### src/rtl/toggle_cover_pkg.sv
// Shared types and helpers for the toggle-cover front end.
// Holds the sampler state encoding and the covered-count width rule.
`timescale 1ns/1ps

package toggle_cover_pkg;

  // Sampler state: IDLE waits for en to take a baseline sample; RUN compares each new sample
  typedef enum logic [0:0] {
    IDLE = 1'b0,
    RUN  = 1'b1
  } state_e;

  // Width needed to count from 0 up to every rise and fall point of a w-bit signal
  function automatic int cnt_width(input int w);
    return $clog2(2 * w + 1);
  endfunction

endpackage

### src/rtl/toggle_popcount.sv
// Combinational population count of the per-cycle toggle vector.
// The output width is chosen by the parent so the sum can never overflow.
`timescale 1ns/1ps

module toggle_popcount #(
  parameter int IN_W  = 16,
  parameter int OUT_W = 5
) (
  input  logic [IN_W-1:0]  bits_i,
  output logic [OUT_W-1:0] count_o
);

  // Sum the set bits of the input vector
  always_comb begin
    // NOTE: every variable assigned in always_comb gets a value first, so no path leaves it unassigned and no latch is inferred.
    count_o = '0;
    for (int i = 0; i < IN_W; i++) begin
      count_o = count_o + OUT_W'(bits_i[i]);
    end
  end

endmodule

### src/rtl/toggle_edge_detect.sv
// Toggle-cover front end: samples sig each enabled cycle and turns 0->1 and
// 1->0 bit transitions into one-cycle pulses on valid (rise in the low half,
// fall in the high half). Tracks which of the 2*WIDTH points have been seen,
// how many, and whether all of them have been seen.
// Build option: define TOGGLE_DEDUP_EN to report each point only the first
// time it is hit after reset/clear; otherwise every toggle is reported.
`timescale 1ns/1ps

module toggle_edge_detect
  import toggle_cover_pkg::*;
#(
  parameter  int WIDTH = 8,
  localparam int CNT_W = cnt_width(WIDTH)
) (
  input  logic               gbl_clk,
  input  logic               reset,
  input  logic               en,
  input  logic               clear,
  input  logic [WIDTH-1:0]   sig,
  output logic [2*WIDTH-1:0] valid,
  output logic [CNT_W-1:0]   covered_cnt,
  output logic               all_covered
);

  localparam int              PTS  = 2 * WIDTH;
  localparam logic [CNT_W-1:0] FULL = CNT_W'(PTS);

  state_e             state_q, state_d;
  logic [WIDTH-1:0]   prev_q, prev_d;
  logic [PTS-1:0]     map_q, map_d;
  logic [CNT_W-1:0]   cnt_q, cnt_d;
  logic [PTS-1:0]     valid_q, valid_d;
  logic               all_q, all_d;

  logic [PTS-1:0]     hits;
  logic [PTS-1:0]     map_base;
  logic [PTS-1:0]     new_pts;
  logic [CNT_W-1:0]   new_cnt;

  // Count how many points are being covered for the first time this cycle
  toggle_popcount #(
    .IN_W  (PTS),
    .OUT_W (CNT_W)
  ) u_popcount (
    .bits_i  (new_pts),
    .count_o (new_cnt)
  );

  // Sampler FSM: the first enabled sample after IDLE only sets the baseline
  always_comb begin
    state_d = state_q;
    prev_d  = en ? sig : prev_q;
    unique case (state_q)
      IDLE:    state_d = en ? RUN : IDLE;
      RUN:     state_d = en ? RUN : IDLE;
      default: state_d = IDLE;
    endcase
  end

  // Edge detection and coverage bookkeeping; clear wipes the map before this cycle's hits land
  always_comb begin
    hits = '0;
    if (state_q == RUN && en) begin
      hits = {prev_q & ~sig, ~prev_q & sig};
    end
    map_base = clear ? '0 : map_q;
    new_pts  = hits & ~map_base;
    map_d    = map_base | new_pts;
    cnt_d    = (clear ? '0 : cnt_q) + new_cnt;
    all_d    = (cnt_d == FULL);
`ifdef TOGGLE_DEDUP_EN
    valid_d  = new_pts;
`else
    valid_d  = hits;
`endif
  end

  // State registers with synchronous active-low reset taking priority over en and clear
  always_ff @(posedge gbl_clk) begin
    // NOTE: sequential state uses non-blocking assignments so every register samples pre-edge values regardless of statement order.
    if (!reset) begin
      state_q <= IDLE;
      prev_q  <= '0;
      map_q   <= '0;
      cnt_q   <= '0;
      valid_q <= '0;
      all_q   <= 1'b0;
    end else begin
      state_q <= state_d;
      prev_q  <= prev_d;
      map_q   <= map_d;
      cnt_q   <= cnt_d;
      valid_q <= valid_d;
      all_q   <= all_d;
    end
  end

  assign valid       = valid_q;
  assign covered_cnt = cnt_q;
  assign all_covered = all_q;

endmodule

### config.mk
export PLATFORM = sky130hd
export DESIGN_NAME = toggle_edge_detect
export DESIGN_NICKNAME = d
export VERILOG_FILES = /design/src/rtl/toggle_cover_pkg.sv /design/src/rtl/toggle_popcount.sv /design/src/rtl/toggle_edge_detect.sv
export SDC_FILE = /design/constraint.sdc
export NUM_CORES = 1
export LEC_CHECK = 0
export ABC_AREA = 0
export BUFFER_PORTS_ARGS = -buffer_cell sky130_fd_sc_hd__buf_2
export CORE_AREA = 5 5 79 66
export CTS_BUF_LIST = sky130_fd_sc_hd__clkbuf_2
export CTS_CLUSTER_DIAMETER = 150
export DETAILED_ROUTE_END_ITERATION = 8
export DIE_AREA = 0 0 84 71
export PLACE_DENSITY = 0.76
export SKIP_CTS_REPAIR_TIMING = 1
export SLEW_MARGIN = 20
export SYNTH_ARGS = -nofsm -noshare
export SYNTH_HDL_FRONTEND = slang
export SYNTH_SLANG_ARGS = --single-unit
### constraint.sdc
create_clock -name gbl_clk -period 6.83 [get_ports gbl_clk]
set_input_delay 1.0245 -clock gbl_clk [delete_from_list [all_inputs] [get_ports gbl_clk]]
set_output_delay 1.0245 -clock gbl_clk [all_outputs]
set_load 0.03 [all_outputs]
**Yosys cells after proc, flatten, opt, wreduce, memory -nomap -nowiden**

Cells that the tools add are included.

- $lt $le $gt $ge: 0
- Mux-type cells: 4
- $mul: 0
- Div/mod/pow operators: 0
- Add/sub/neg operators: 16
- Shifts and indexed selects: 0
- Equal/unequal tests: 1
- Bitwise gates (word level): 7
- Reduce and logical (&&, ||, !) cells: 1

Operators with widths:

| kind | number |
|---|---|
| adder 5 x 1 -> 5 bit | 14 |
| 2-to-1 mux 16 bit | 2 |
| bitwise AND 16 bit | 1 |
| bitwise AND 8 bit | 2 |
| NOT 16 bit | 1 |
| NOT 8 bit | 2 |
| OR 16 bit | 1 |
| adder 5 bit | 1 |
| equality test 5 bit, second input constant | 1 |
| 2-to-1 mux 5 bit | 1 |
| adder 1 x 1 -> 2 bit | 1 |
| logical AND 1 bit | 1 |
| 2-to-1 mux 1 bit | 1 |

- Memory bits (read-only): 0
- Input port bits: 12
- Memories: 0
- Bits in latches: 0
- Register bits: 47
- Bits in writable memories: 0
- Output and inout port bits: 22

**Logic depth before layout (Yosys ltp)**

Gate-level depths: netlist of run 1.

- Word-level depth: 21
- Mapped depth: 19
- Gate-level depth less buffers: 17

**By module**

Synthesis of run 1 repeated with hierarchy kept, for this count alone.

- Cells, all modules: 234
- Area total of the unflattened synthesis: 2356.0 µm²

Modules (own cells, without submodules):

| module | cells each | area an instance (µm²) | instances | sequential area each (µm²) |
|---|---|---|---|---|
| toggle_edge_detect | 187 | 1948.1 | 1 | 940.9 |
| toggle_popcount | 47 | 407.9 | 1 | 0.0 |

**Least setup slack after synthesis of run 1**

OpenSTA, ideal clock, no wires.

- Kind: in2reg
- Start point: input port en
- End point: register all_q (netlist: all_covered)
- Slack: 1.546 ns
- Path buffers: 2
- Data arrival time: 5.223 ns
- Required time: 6.769 ns
- Cell stages on the path: 18
- Cells stage by stage: buf_6 > and2_4 > buf_12 > nand3b_1 > a21oi_1 > ha_1 > inv_1 > fa_1 > fa_1 > fa_1 > inv_1 > fa_1 > ha_1 > fa_1 > a21o_1 > a21oi_1 > xnor2_1 > and4b_1

- Longest elaborated chain between the ends: 20

Ends and longest elaborated chain:

| element | line | text |
|---|---|---|
| from (decl) | toggle_edge_detect.sv:17 | `input logic en,` |
| logical AND 1 bit (*) | toggle_edge_detect.sv:63 | `if (state_q == RUN && en) begin` |
| 2-to-1 mux 16 bit (*) | toggle_edge_detect.sv:63 |  |
| bitwise AND 16 bit (*) | toggle_edge_detect.sv:67 | `new_pts = hits & ~map_base;` |
| adder 1 x 1 -> 2 bit | toggle_popcount.sv:18 | `count_o = count_o + OUT_W'(bits_i[i]);` |
| adder 5 x 1 -> 5 bit (13 in series) | toggle_popcount.sv:18 |  |
| adder 5 x 1 -> 5 bit (*) | toggle_popcount.sv:18 |  |
| adder 5 bit (*) | toggle_edge_detect.sv:69 | `cnt_d = (clear ? '0 : cnt_q) + new_cnt;` |
| equality test 5 bit (*) | toggle_edge_detect.sv:70 | `all_d = (cnt_d == FULL);` |
| to (signal assigned) | toggle_edge_detect.sv:94 | `all_q <= all_d;` |
| to (decl) | toggle_edge_detect.sv:33 | `logic all_q, all_d;` |

Every way passes the cells marked *; elsewhere a longest branch is shown, timed or not.
A chain may end at the register's enable or synchronous reset.

**Final worst setup path of run 1**

Same ends and word-level chain as after synthesis.

==> run summary, run 1 <==
Final Max Slew Viols -> 0
CP required -> 7.24 ns
Minimum clock period -> 5.28 ns
RSZ-0062 raised after global routing -> no
Actual slew at the worst max-slew pin -> 0.578 ns
Initial DRC Count -> 69
Seq cells post-synth -> 47
Nets -> 285
Via count of the first global-routing pass -> 1410
First-pass GRT wire length -> 6950 um
Max Cap Viol -> 0
Worst skew pair latency -> 0.44 ns
Synth warn -> 0
Max VDD drop -> 0.0782 mV
Crit path max-delay family -> adder cells
Die Footprint -> 5960 um^2
Crit-path max FO -> 29
Total GRT Usage -> 15.0%
Worst Setup End Kind -> flip-flop
Final WL -> 4130 um
Chip width -> 84 um
CTS tree -> built
Gr ovfl total -> 0
Highest clock rate -> 189 MHz
TritonCTS buffer count -> 5
CP Launch Type -> primary input
Reg clk slew, reported paths -> 0.23 ns
Pin count of the biggest net entering global routing -> 39
Hold Fails Final Rpt -> 0
Slowest Stage Delay on Critical Path -> 0.56 ns
Final Cycle Share -> 77.3%
CTS sink cnt -> 47
Residual DRC -> 0
Fill count -> 402
Leak -> 1.18 nW
Root Buffer -> clkbuf_2
Starting density of the core -> 52.4%
Setup TNS -> 0 ns
Share of cells above drive strength 1 -> 21.1%
Worst-case clock buffer depth -> 2
Final setup vio count -> 0
Total number of vias -> 1537
Buf/Inv on CP -> 3
Synth Instances -> 219
IO Count -> 34
Critical path type -> primary input to flip-flop
Placed cell area -> 2470 um^2
Avg Inst Size Synth -> 10.5 um^2
Final antenna-violating net count -> 0
PortBufs -> 33
Relative slew margins -> 61.4%
Arrival time at the worst endpoint -> 5.68 ns
Distinct cells, synth -> 26
Drt wl/cell -> 13.3 um
Die Height -> 71 um
Diode count -> 0
H-tree depth -> 2
Register area share after synthesis -> 40.8%
Max Clock Skew -> 0.0170 ns
GP Congestion -> 0.799
Number of core rows -> 22
Antenna violations before repair -> 0
Critical Path Most Common Cell -> fa_1
Synthesized Nets -> 254
Vias/cell -> 4.94
Design area -> 2540 um^2
CP cell instances -> buf_2 -> and2_4 -> nand3b_1 -> a21oi_1 -> ha_1 -> inv_1 -> fa_1 -> fa_1 -> fa_1 -> inv_1 -> fa_1 -> ha_1 -> fa_1 -> a21o_1 -> a21oi_1 -> xnor2_1 -> and4b_1
Core Area -> 4400 um^2
Min-Delay Path Class -> flip-flop to flip-flop
CP max stage cell -> fa_1
Syn-to-layout area delta -> 10.0%
Post-DP HPWL -> 3010 um
Status -> finished clean
Power Dens Cells -> 197 nW/um^2
Area of the mapped netlist -> 2310 um^2
DRT Pass-1 Iters -> 4
Final Util -> 57.6%
==> where the power goes <==
group / internal, mW / switching, mW / leakage, nW
Sequential: 0.282 / 0.00517 / 0.381
Combinational: 0.0256 / 0.0378 / 0.763
Clock: 0.0601 / 0.0893 / 0.0404
==> cells in the mapped netlist (all sizes together) <==
| master | number | share of area [%] |
|---|---|---|
| nand3 | 6 | 1.3 |
| and2 | 7 | 2.0 |
| mux2i | 8 | 3.5 |
| nor2b | 18 | 4.9 |
| ha | 12 | 6.5 |
| a21boi | 16 | 5.2 |
| clkinv | 1 | 0.16 |
| clkbuf | 5 | 0.81 |
| buf | 5 | 2.7 |
| nor3 | 1 | 0.22 |
| nor3b | 10 | 5.4 |
| fa | 11 | 9.5 |
| xor2 | 1 | 0.38 |
| nand2 | 24 | 4.6 |
| a21o | 2 | 0.65 |
| inv | 12 | 2.0 |
| nand3b | 10 | 3.3 |
| xnor2 | 4 | 1.5 |
| a21oi | 12 | 2.6 |
| dfxtp | 47 | 41 |
| and4b | 1 | 0.43 |
| and3 | 6 | 1.6 |
==> sequential cells by signal, summed over array words and instances (netlist names) <==
register     cells
covered_cnt      5
all_covered      1
valid           16
map_q           16
state_q          1
prev_q           8
==> metal layers <==
| layer | GRT usage, % | up-vias | share of wire, % |
|---|---|---|---|
| met5 | 0 | - | 0 |
| met4 | 5.89 | 0 | 1.8 |
| met3 | 5.70 | 6 | 5.4 |
| met2 | 21.7 | 33 | 45 |
| met1 | 20.2 | 713 | 47 |
| li1 | - | 785 | - |
==> worst reg2reg max path: cells and delay by family (launching register included) <==
| kind | cells | cell delay (ns) |
|---|---|---|
| compound gates | 3 | 0.50 |
| xor+xnor | 1 | 0.15 |
| fa+ha+maj | 7 | 2.88 |
| buf+inv | 2 | 0.14 |
| flops | 1 | 0.36 |
| simple gates | 3 | 0.69 |
==> metrics by stage <==
step | total power [mW] | hold WS [ns] | cells | setup slack, ns
after floorplan | 0.340 | 0.439 | 219 | 1.55
after global placement | 0.354 | 0.447 | 303 | 1.18
after detailed placement | 0.356 | 0.455 | 303 | 1.09
after CTS | 0.504 | 0.480 | 311 | 1.55
after global routing | 0.527 | 0.493 | 311 | 1.34
final | 0.500 | 0.480 | 311 | 1.55
==> layout by cell type, fill, tap and decap left out, types with 2 or more instances in the layout <==
master,netlist,layout
fa_1,11,11
xnor2_1,4,4
nor2b_1,18,18
a21o_1,2,2
nand3_1,6,6
dfxtp_1,47,47
nand2_1,23,23
clkinv_1,1,2
inv_1,12,12
buf_2,0,33
a21oi_1,12,12
nand3b_1,10,10
clkbuf_2,0,5
ha_1,12,12
and3_1,6,6
mux2i_1,8,8
and2_1,6,6
a21boi_1,16,16
nor3b_2,10,10
==> worst paths after layout <==
kind | start | endpoint | slack, ns | depth (start not counted)
min | map_q[1]$_SDFF_PN0_ | map_q[1]$_SDFF_PN0_ | 0.48 | 2
max reg2reg | state_q$_SDFF_PN0_ | all_covered$_SDFF_PN0_ | 2.10 | 16
min reg2reg | map_q[1]$_SDFF_PN0_ | map_q[1]$_SDFF_PN0_ | 0.48 | 2
max | en | all_covered$_SDFF_PN0_ | 1.55 | 17
==> logic make-up (layout without fill, tap and decap cells) <==
family | after synthesis | after routing | synth area share [%]
AND/OR/NAND/NOR | 83 | 83 | 23.8
flip-flops | 47 | 47 | 40.8
AO/OA/AOI/OAI | 30 | 30 | 8.46
adder cells (fa/ha/maj) | 23 | 23 | 16.1
buffers and inverters | 23 | 55 | 5.59
multiplexers | 8 | 8 | 3.47
XOR/XNOR | 5 | 5 | 1.90
==> final cells by class <==
type                       count  area [um^2]  share of cell area, %
multi-input combinational    149         1240                   48.7
timing repair buffer          34          173                   6.80
tap                           60         75.1                   2.96
inverter                      13         48.8                   1.92
sequential                    47          941                   37.1
clock inverter                 3         38.8                   1.53
clock buffer                   5         25.0                  0.986
Power figures use the tool's default switching activity.
==> run 2: changes to the inputs <==
==> constraint.sdc (replaced) <==
create_clock -name gbl_clk -period 4.95 [get_ports gbl_clk]
set_input_delay 0.7425 -clock gbl_clk [delete_from_list [all_inputs] [get_ports gbl_clk]]
set_output_delay 0.7425 -clock gbl_clk [all_outputs]
set_load 0.03 [all_outputs]
==> run 2 against run 1 <==
  * Via count is 0.65% higher
  * Register-to-register slack got worse by 1.6 ns
  * Sequential power grew 37%
  * Die area is the same
  * Clock power about the same
  * Non-clock buffer count grew 9
  * Routed wire length shrank 6.8%
  * Critical endpoint unchanged
==> run summary, run 2 (synthesis results as in run 1) <==
Switching Fraction -> 26.8%
CP Launch Type -> primary input
IO Count -> 34
Multi-input gate area -> 1240 um^2
Pin count of the biggest net entering global routing -> 39
Total number of vias -> 1547
Syn-to-layout area delta -> 12.0%
Status -> finished clean
Worst skew pair latency -> 0.40 ns
Leak -> 1.22 nW
Final antenna-violating net count -> 0
Drt wl/cell -> 12.0 um
DP Cell Count -> 312
Root Buffer -> clkbuf_2
Relative slew margins -> 60.3%
Number of core rows -> 22
Post-DP HPWL -> 2960 um
Most common cell after layout, fill and taps aside -> dfxtp_1
Die Height -> 71 um
CTS sink cnt -> 47
Final Max Slew Viols -> 0
Min-Delay Path Class -> flip-flop to flip-flop
Slowest Stage Delay on Critical Path -> 0.55 ns
Initial DRC Count -> 74
Switching Power -> 171 uW
CTS tree -> built
Hold_sp -> map_q[13]$_SDFF_PN0_
Gr ovfl total -> 0
Reg power frac -> 62.1%
Crit-path max FO -> 9
Power Dens Cells -> 247 nW/um^2
Design area -> 2580 um^2
Non-Filler Instances -> 320
First-pass GRT wire length -> 6570 um
PortBufs -> 33
Residual DRC -> 0
Register Area -> 941 um^2
Worst setup startpoint -> en
Fill count -> 398
Final Cycle Share -> 91.0%
Power share of the combinational group -> 14.1%
Final setup vio count -> 0
Final Power -> 638 uW
Placed cell area -> 2540 um^2
Share of cells above drive strength 1 -> 24.6%
Total GRT Usage -> 13.8%
Reg2reg start -> state_q$_SDFF_PN0_
Via count of the first global-routing pass -> 1470
H-tree depth -> 2
Max Cap Viol -> 0
Hold Fails Final Rpt -> 0
CP required -> 5.32 ns
Max VDD drop -> 0.143 mV
Highest clock rate -> 222 MHz
Critical Path Most Common Cell -> fa_1
Worst-case clock buffer depth -> 2
Core Area -> 4400 um^2
Setup TNS -> 0 ns
Antenna violations before repair -> 0
Worst Setup End Kind -> flip-flop
Diode count -> 0
RSZ-0062 raised after global routing -> no
Die Footprint -> 5960 um^2
Starting density of the core -> 52.4%
FF-to-FF setup slack -> 0.53 ns
Reg clk slew, reported paths -> 0.23 ns
CP max stage cell -> fa_1
DRT Pass-1 Iters -> 4
Minimum clock period -> 4.51 ns
Critical path type -> primary input to flip-flop
Vias/cell -> 4.83
Final WL -> 3850 um
Most frequent cells in the layout -> dfxtp_1, buf_2, nand2_1
GP Congestion -> 0.791
Max Clock Skew -> 0.0187 ns
Chip width -> 84 um
CP cell instances -> buf_2 -> and2_4 -> nand3b_1 -> a21oi_1 -> ha_1 -> inv_1 -> fa_1 -> fa_1 -> fa_1 -> inv_1 -> fa_1 -> ha_1 -> fa_2 -> a21o_1 -> a21oi_1 -> xnor2_1 -> and4b_1
Clock power frac -> 23.8%
Arrival time at the worst endpoint -> 4.88 ns
Internal Power -> 467 uW
Nets -> 294
Actual slew at the worst max-slew pin -> 0.595 ns
TritonCTS buffer count -> 5
## run 2: power by group through the flow
stage          Clock (mW)  Combinational, mW  Sequential, mW
3_5_place_dp            0             0.0909           0.404
2_1_floorplan           0             0.0577           0.411
3_3_place_gp            0             0.0896           0.404
4_1_cts             0.159             0.0919           0.396
6_report            0.152             0.0899           0.396
5_1_grt             0.175              0.102           0.398
## run 2: per-layer routing
| metal | vias to the layer above | global-route usage, % | wire length, um | share of wire [%] |
|---|---|---|---|---|
| met5 | - | 0 | 0 | 0 |
| met4 | 0 | 5.36 | 44 | 1.1 |
| met3 | 4 | 4.42 | 181 | 4.7 |
| met2 | 23 | 20.9 | 1720 | 45 |
| met1 | 709 | 18.4 | 1910 | 50 |
| li1 | 811 | - | - | - |
## run 2: area by class of cell
class | count | area share (%)
clock buffers | 7 | 1.36
well taps | 60 | 2.90
flip-flops and latches | 47 | 36.4
inverters | 13 | 1.89
clock inverters | 1 | 0.194
multi-input cells | 149 | 48.0
repair buffers | 43 | 9.29
## run 2: through the flow
step	setup WS [ns]	hold slack (ns)	utilization, %
final	0.443	0.473	58.7
after detailed placement	0.00601	0.449	57.8
after CTS	0.447	0.475	58.7
after floorplan	0.0305	0.439	-
after global placement	0.0605	0.445	57.8
after global routing	0.237	0.482	58.7
## run 2: final timing paths
path,depth (start not counted),end
hold reg to reg,2,map_q[13]$_SDFF_PN0_
setup reg to reg,16,all_covered$_SDFF_PN0_
setup / recovery,17,all_covered$_SDFF_PN0_
hold / removal,2,map_q[13]$_SDFF_PN0_
## run 2: critical path, delay by kind of cell
family	cells	cell delay (ns)
compound gates	3	0.41
xor+xnor	1	0.14
fa+ha+maj	7	2.89
buf+inv	3	0.22
simple gates	3	0.47
